### src/rtl/rr_mux4x1.sv
// rtl/rr_mux4x1.sv - round-robin 4-to-1 gatherer of channel FIFOs, optional RR_SKIP_EMPTY_EN work-conserving grant
module rr_mux4x1 #(
    parameter int DATA_WIDTH = 10
) (
    input  logic                  clk,
    input  logic                  reset,
    input  logic [DATA_WIDTH-1:0] in_0,
    input  logic [DATA_WIDTH-1:0] in_1,
    input  logic [DATA_WIDTH-1:0] in_2,
    input  logic [DATA_WIDTH-1:0] in_3,
    input  logic                  empty_0,
    input  logic                  empty_1,
    input  logic                  empty_2,
    input  logic                  empty_3,
    input  logic                  pause,
    output logic                  pop_0,
    output logic                  pop_1,
    output logic                  pop_2,
    output logic                  pop_3,
    output logic [DATA_WIDTH-1:0] out_mux,
    output logic                  valid_out,
    output logic [1:0]            sel_out
);

    typedef enum logic {
        IDLE,
        ACTIVE
    } state_t;

    state_t                state;
    logic [3:0]            empty_v;
    logic [3:0]            pop_v;
    logic [1:0]            ptr;
    logic [1:0]            ptr_next;
    logic [1:0]            grant_ch;
    logic                  grant_vld;
    logic [1:0]            cand;
    logic                  pend_valid;
    logic [1:0]            pend_ch;
    logic [DATA_WIDTH-1:0] in_sel;

    assign empty_v = {empty_3, empty_2, empty_1, empty_0};

    // Serving state follows the current inputs each cycle, so there is no dead cycle on entry or exit
    always_comb begin
        state = IDLE;
        if (reset && !pause && !(&empty_v)) begin
            state = ACTIVE;
        end
    end

    // Grant selection and pointer advance from the registered pointer and the live empty flags
    always_comb begin
        grant_vld = 1'b0;
        grant_ch  = ptr;
        ptr_next  = ptr;
        cand      = ptr;
        if (state == ACTIVE) begin
`ifdef RR_SKIP_EMPTY_EN
            // Descending scan so the smallest offset from ptr wins
            for (int i = 3; i >= 0; i--) begin
                cand = ptr + 2'(i);
                if (!empty_v[cand]) begin
                    grant_vld = 1'b1;
                    grant_ch  = cand;
                end
            end
            ptr_next = grant_ch + 2'd1;
`else
            grant_vld = !empty_v[ptr];
            ptr_next  = ptr + 2'd1;
`endif
        end
    end

    // One-hot read strobe for the granted channel only
    always_comb begin
        pop_v = 4'b0000;
        if (grant_vld) begin
            pop_v = 4'b0001 << grant_ch;
        end
    end

    assign pop_0 = pop_v[0];
    assign pop_1 = pop_v[1];
    assign pop_2 = pop_v[2];
    assign pop_3 = pop_v[3];

    // Select the FIFO read bus of the channel popped last cycle
    always_comb begin
        case (pend_ch)
            2'd0:    in_sel = in_0;
            2'd1:    in_sel = in_1;
            2'd2:    in_sel = in_2;
            default: in_sel = in_3;
        endcase
    end

    // Pointer, pop tracking and output stage; reset drops anything still in flight
    always_ff @(posedge clk) begin
        if (!reset) begin
            ptr        <= 2'd0;
            pend_valid <= 1'b0;
            pend_ch    <= 2'd0;
            out_mux    <= '0;
            valid_out  <= 1'b0;
            sel_out    <= 2'd0;
        end else begin
            ptr        <= ptr_next;
            pend_valid <= grant_vld;
            pend_ch    <= grant_ch;
            valid_out  <= pend_valid;
            if (pend_valid) begin
                out_mux <= in_sel;
                sel_out <= pend_ch;
            end
        end
    end

endmodule

### config.mk
export PLATFORM = sky130hd
export DESIGN_NAME = rr_mux4x1
export DESIGN_NICKNAME = d
export VERILOG_FILES = /design/src/rtl/rr_mux4x1.sv
export SDC_FILE = /design/constraint.sdc
export NUM_CORES = 1
export LEC_CHECK = 0
export ABC_AREA = 1
export ABC_CLOCK_PERIOD_IN_PS = 1400
export CAP_MARGIN = 20
export CORE_UTILIZATION = 35
export DETAILED_ROUTE_END_ITERATION = 8
export GPL_ROUTABILITY_DRIVEN = 0
export GPL_TIMING_DRIVEN = 1
export PLACE_DENSITY = 0.77
export SYNTH_ARGS = -nofsm -noshare
export SYNTH_HDL_FRONTEND = slang
export SYNTH_SLANG_ARGS = --single-unit
### constraint.sdc
create_clock -name clk -period 1.4 [get_ports clk]
set_input_delay 0.42 -clock clk [delete_from_list [all_inputs] [get_ports clk]]
set_output_delay 0.42 -clock clk [all_outputs]
set_load 0.01 [all_outputs]
==> Flow_metrics.wiki <==
{| class="wikitable"
! Metric !! Value
|-
| Register-to-register setup slack || ~0.18 ns
|-
| Maximum cell stage delay along the critical path || between 0.3 and 0.4 ns
|-
| Remaining antenna violation count after routing || 0
|-
| Area growth, synth to finish || 76.5%
|-
| Total cell area at the placement stage || between 1500 and 2000 µm²
|-
| Depth of the worst register-to-register path || 4
|-
| Period minus WS final || 1.66 ns
|-
| FF-to-FF Start || pend_ch[1]$_SDFF_PN0_
|-
| Final number of max-transition violations || 0
|-
| # IOs || 64
|-
| WL per Instance || 11.9 µm
|-
| CP arrival || approximately 1.2 ns
|-
| Net load switching power || about 390 µW
|-
| Die height || ~56 µm
|-
| Cell area after synthesis || between 1000 and 1500 µm²
|-
| Startpoint of the most critical hold path || out_mux[0]$_SDFFE_PN0P_
|-
| Maximum number of pins on one net before global-route repair || 17
|-
| Root buf cell || clkbuf_4
|-
| P_int || ~950 µW
|-
| Mean Syn Cell Area || between 6 and 7 µm²
|-
| Sequential group share of total power || 43.0%
|-
| Drc violations || 0
|-
| Maximum clock frequency || about 600 MHz
|-
| Clk network pwr share || 23.5%
|-
| Maximum fanout along the worst path || 4
|-
| Proportion of power drawn by combinational gates || between 30 and 40%
|-
| CTS Hold Buffers Added || 0
|-
| Net count, final || about 290
|-
| Highest ir drop seen on vdd || 0.582 mV
|-
| Clock buffer depth || 2
|-
| Final instance area || 1820 µm²
|-
| Max-cap violations || 0
|-
| Master of the slowest instance on the critical path || dfxtp_4
|-
| Sum of overflow across all layers after global routing || 0
|-
| Number of sinks driven by the clock tree || 18
|-
| Leakage dissipation || 0.861 nW
|-
| Pre-antenna DRT Iters || 4
|-
| First-pass GRT wire length || between 5000 and 6000 µm
|-
| CP startpoint || cand[0]$_SDFFE_PN0P_
|-
| Outcome || complete, but fails checks
|-
| Cell chain of the critical path || inv_4 > buf_6 > ha_4 > inv_2 > nor2_2 > buf_2
|-
| Post-synthesis cell count || 159
|-
| Maximum level of the CTS H-tree || 1
|-
| Worst Setup EP || pop_0
|-
| Inserted Diodes || 0
|-
| Clock tree from TritonCTS || yes
|-
| Crit share post-route || 119%
|-
| Via count of the first global-routing pass || about 1200
|-
| Class of the tightest hold or removal check || register to register
|-
| Horizontal extent of the die || about 56 µm
|-
| Post-synthesis sequential area ratio || between 30% and 40%
|-
| Unrepaired setup endpoints after global routing || yes
|-
| Critical Path End Type || primary output
|-
| Aggregate global-route resource usage || around 20%
|-
| Hold slack || about 0.47 ns
|-
| Initial core utilization || around 37%
|-
| Detailed Route Iter0 Violations || between 40 and 50
|-
| Net switching share of the total power || roughly 29%
|-
| Number of antenna violations at the first check in global routing || 0
|-
| Number of CTS-inserted buffers || 3
|-
| Reg2Reg Capture Point || out_mux[8]$_SDFFE_PN0P_
|-
| Clock latency reported for the late side of the worst-skew pair || a little under 0.3 ns
|-
| Classification of the worst setup path || register to primary output
|-
| Wire length after detailed routing || 3150 µm
|-
| Fraction of layout cells with a size suffix above 1 || about a fifth
|-
| Worst Skew || 0.00401 ns
|-
| Synthesis Warnings || 0
|-
| Clock slew seen by the registers of the worst setup and hold paths || ~0.1 ns
|-
| Die area || 3160 µm²
|-
| Count of unique library cells instantiated by Yosys || 15
|-
| Endpoints failing setup || 4
|-
| Number of fill cells || between 200 and 300
|-
| Tightest Pin Transition || around 0.51 ns
|-
| Estimated wirelength of the detail-placed design || about 2300 µm
|-
| Required time at the endpoint of the critical path || slightly below 1 ns
|-
| Synthesis-stage register bit count || 18
|-
| Number of core rows || 19
|-
| Hold violation count in the final report || 0
|-
| Detailed-route vias per instance || 4.70
|-
| Final worst slack || -0.264 ns
|-
| Violated checks || setup timing
|-
| Total via count in the routed design || between 1000 and 1500
|-
| Startpoint type of the worst setup path || register
|-
| Placeable core area || 2780 µm²
|-
| Net Count, Synth || 210
|-
| Ratio of total power to cell area || about 740 nW/µm²
|-
| Number of input and output port buffers inserted || 63
|-
| Max-Slew Margin vs Limit || about two thirds
|}
repair_timing:
item                                    CTS  global route
pin swaps                                 6             3
endpoints found under the setup margin   17             4
setup buffers                             1             2
hold endpoints to repair                  0             0
resized for setup                        57            14
synth_stat cells (all sizes together):
library cell  count  area, µm²
nand2            42        163
nor2             22       90.1
buf               6       35.0
o21ai            16       80.1
or2               2       12.5
dfxtp            18        360
ha                4       50.1
a21oi            12       60.1
nand3            22        110
inv              14       52.6
nor3              1       16.3
worst max-delay path: cells and delay by family (launching register included):
family,cells,cell delay (ns)
DFF,1,0.37
and+or+nand+nor,1,0.09
buffers and inverters,4,0.35
adders and majority gates,1,0.13
metrics by stage:
step	std cells	setup WS [ns]	setup TNS, ns	power [mW]	utilization (%)
2_1_floorplan	159	-0.00577	-0.0231	0.760	-
3_3_place_gp	258	-0.905	-4.07	1.00	62.8
3_5_place_dp	258	-0.980	-4.26	1.01	62.8
4_1_cts	263	-0.290	-1.06	1.32	62.7
5_1_grt	265	-0.342	-1.32	1.43	65.4
6_report	265	-0.264	-0.979	1.34	65.4
power by group through the flow:
| stage | registers, mW | logic [mW] | clock network [mW] |
|---|---|---|---|
| floorplan | 0.588 | 0.172 | 0 |
| global placement | 0.584 | 0.418 | 0 |
| detailed placement | 0.585 | 0.424 | 0 |
| CTS | 0.576 | 0.407 | 0.333 |
| global route | 0.582 | 0.491 | 0.353 |
| finish | 0.577 | 0.448 | 0.316 |
how the worst min path moves through the flow:
| stage | cells past startpoint | to | slack, ns |
|---|---|---|---|
| 6_report | 2 | out_mux[0]$_SDFFE_PN0P_ | 0.47 |
| 5_1_grt | 2 | out_mux[0]$_SDFFE_PN0P_ | 0.49 |
| 4_1_cts | 2 | out_mux[0]$_SDFFE_PN0P_ | 0.47 |
| 3_5_place_dp | 2 | out_mux[1]$_SDFFE_PN0P_ | 0.46 |
| 3_3_place_gp | 2 | out_mux[9]$_SDFFE_PN0P_ | 0.45 |
| 2_1_floorplan | 2 | pend_ch[1]$_SDFF_PN0_ | 0.47 |
sequential cells by signal (all words and copies together) (netlist names):
register    count
cand            2
out_mux        10
pend_ch         2
pend_valid      1
sel_out         2
valid_out       1
placed cells by master (no fill, tap or decap), types with 2 or more instances in the layout:
master / Yosys / final
o21ai_0: 16 / 16
ha_1: 4 / 2
nand2_1: 40 / 37
nand2_2: 2 / 4
dfxtp_4: 0 / 2
clkbuf_4: 0 / 3
nand3_1: 22 / 20
nor2_2: 0 / 3
inv_4: 0 / 2
or2_2: 2 / 2
nand3_2: 0 / 2
clkdlybuf4s50_1: 0 / 40
a21oi_1: 12 / 12
ha_4: 0 / 2
buf_4: 2 / 13
buf_2: 4 / 8
dfxtp_1: 18 / 16
inv_1: 13 / 9
nor2_1: 21 / 18
inv_2: 1 / 3
dlygate4sd2_1: 0 / 15
cell type report:
type / count / area (µm²) / share of cell area, %
timing repair buffer: 77 / 681 / 37.4
multi-input combinational: 121 / 637 / 35.0
inverter: 14 / 57.6 / 3.17
clock buffer: 4 / 36.3 / 2.00
tap: 31 / 38.8 / 2.13
sequential: 18 / 368 / 20.2
metal layers:
metal | vias up | share of wire, % | GRT usage, % | routed length (µm)
met1 | 541 | 45 | 24.3 | 1430
met2 | 42 | 47 | 33.5 | 1480
met3 | 2 | 7.2 | 6.05 | 227
li1 | 661 | - | - | -
met5 | - | 0 | 0 | 0
met4 | 0 | 0.54 | 4.18 | 17
cells by family (layout without fill, tap and decap cells):
group                      Yosys count  in the layout  synth area share (%)
buffers and inverters               20             95                  8.51
adders and majority gates            4              4                  4.86
AOI/OAI and AO/OA                   28             28                  13.6
DFF                                 18             18                  35.0
and+or+nand+nor                     89             89                  38.0
Note: power is estimated with default switching activity, not from simulation.
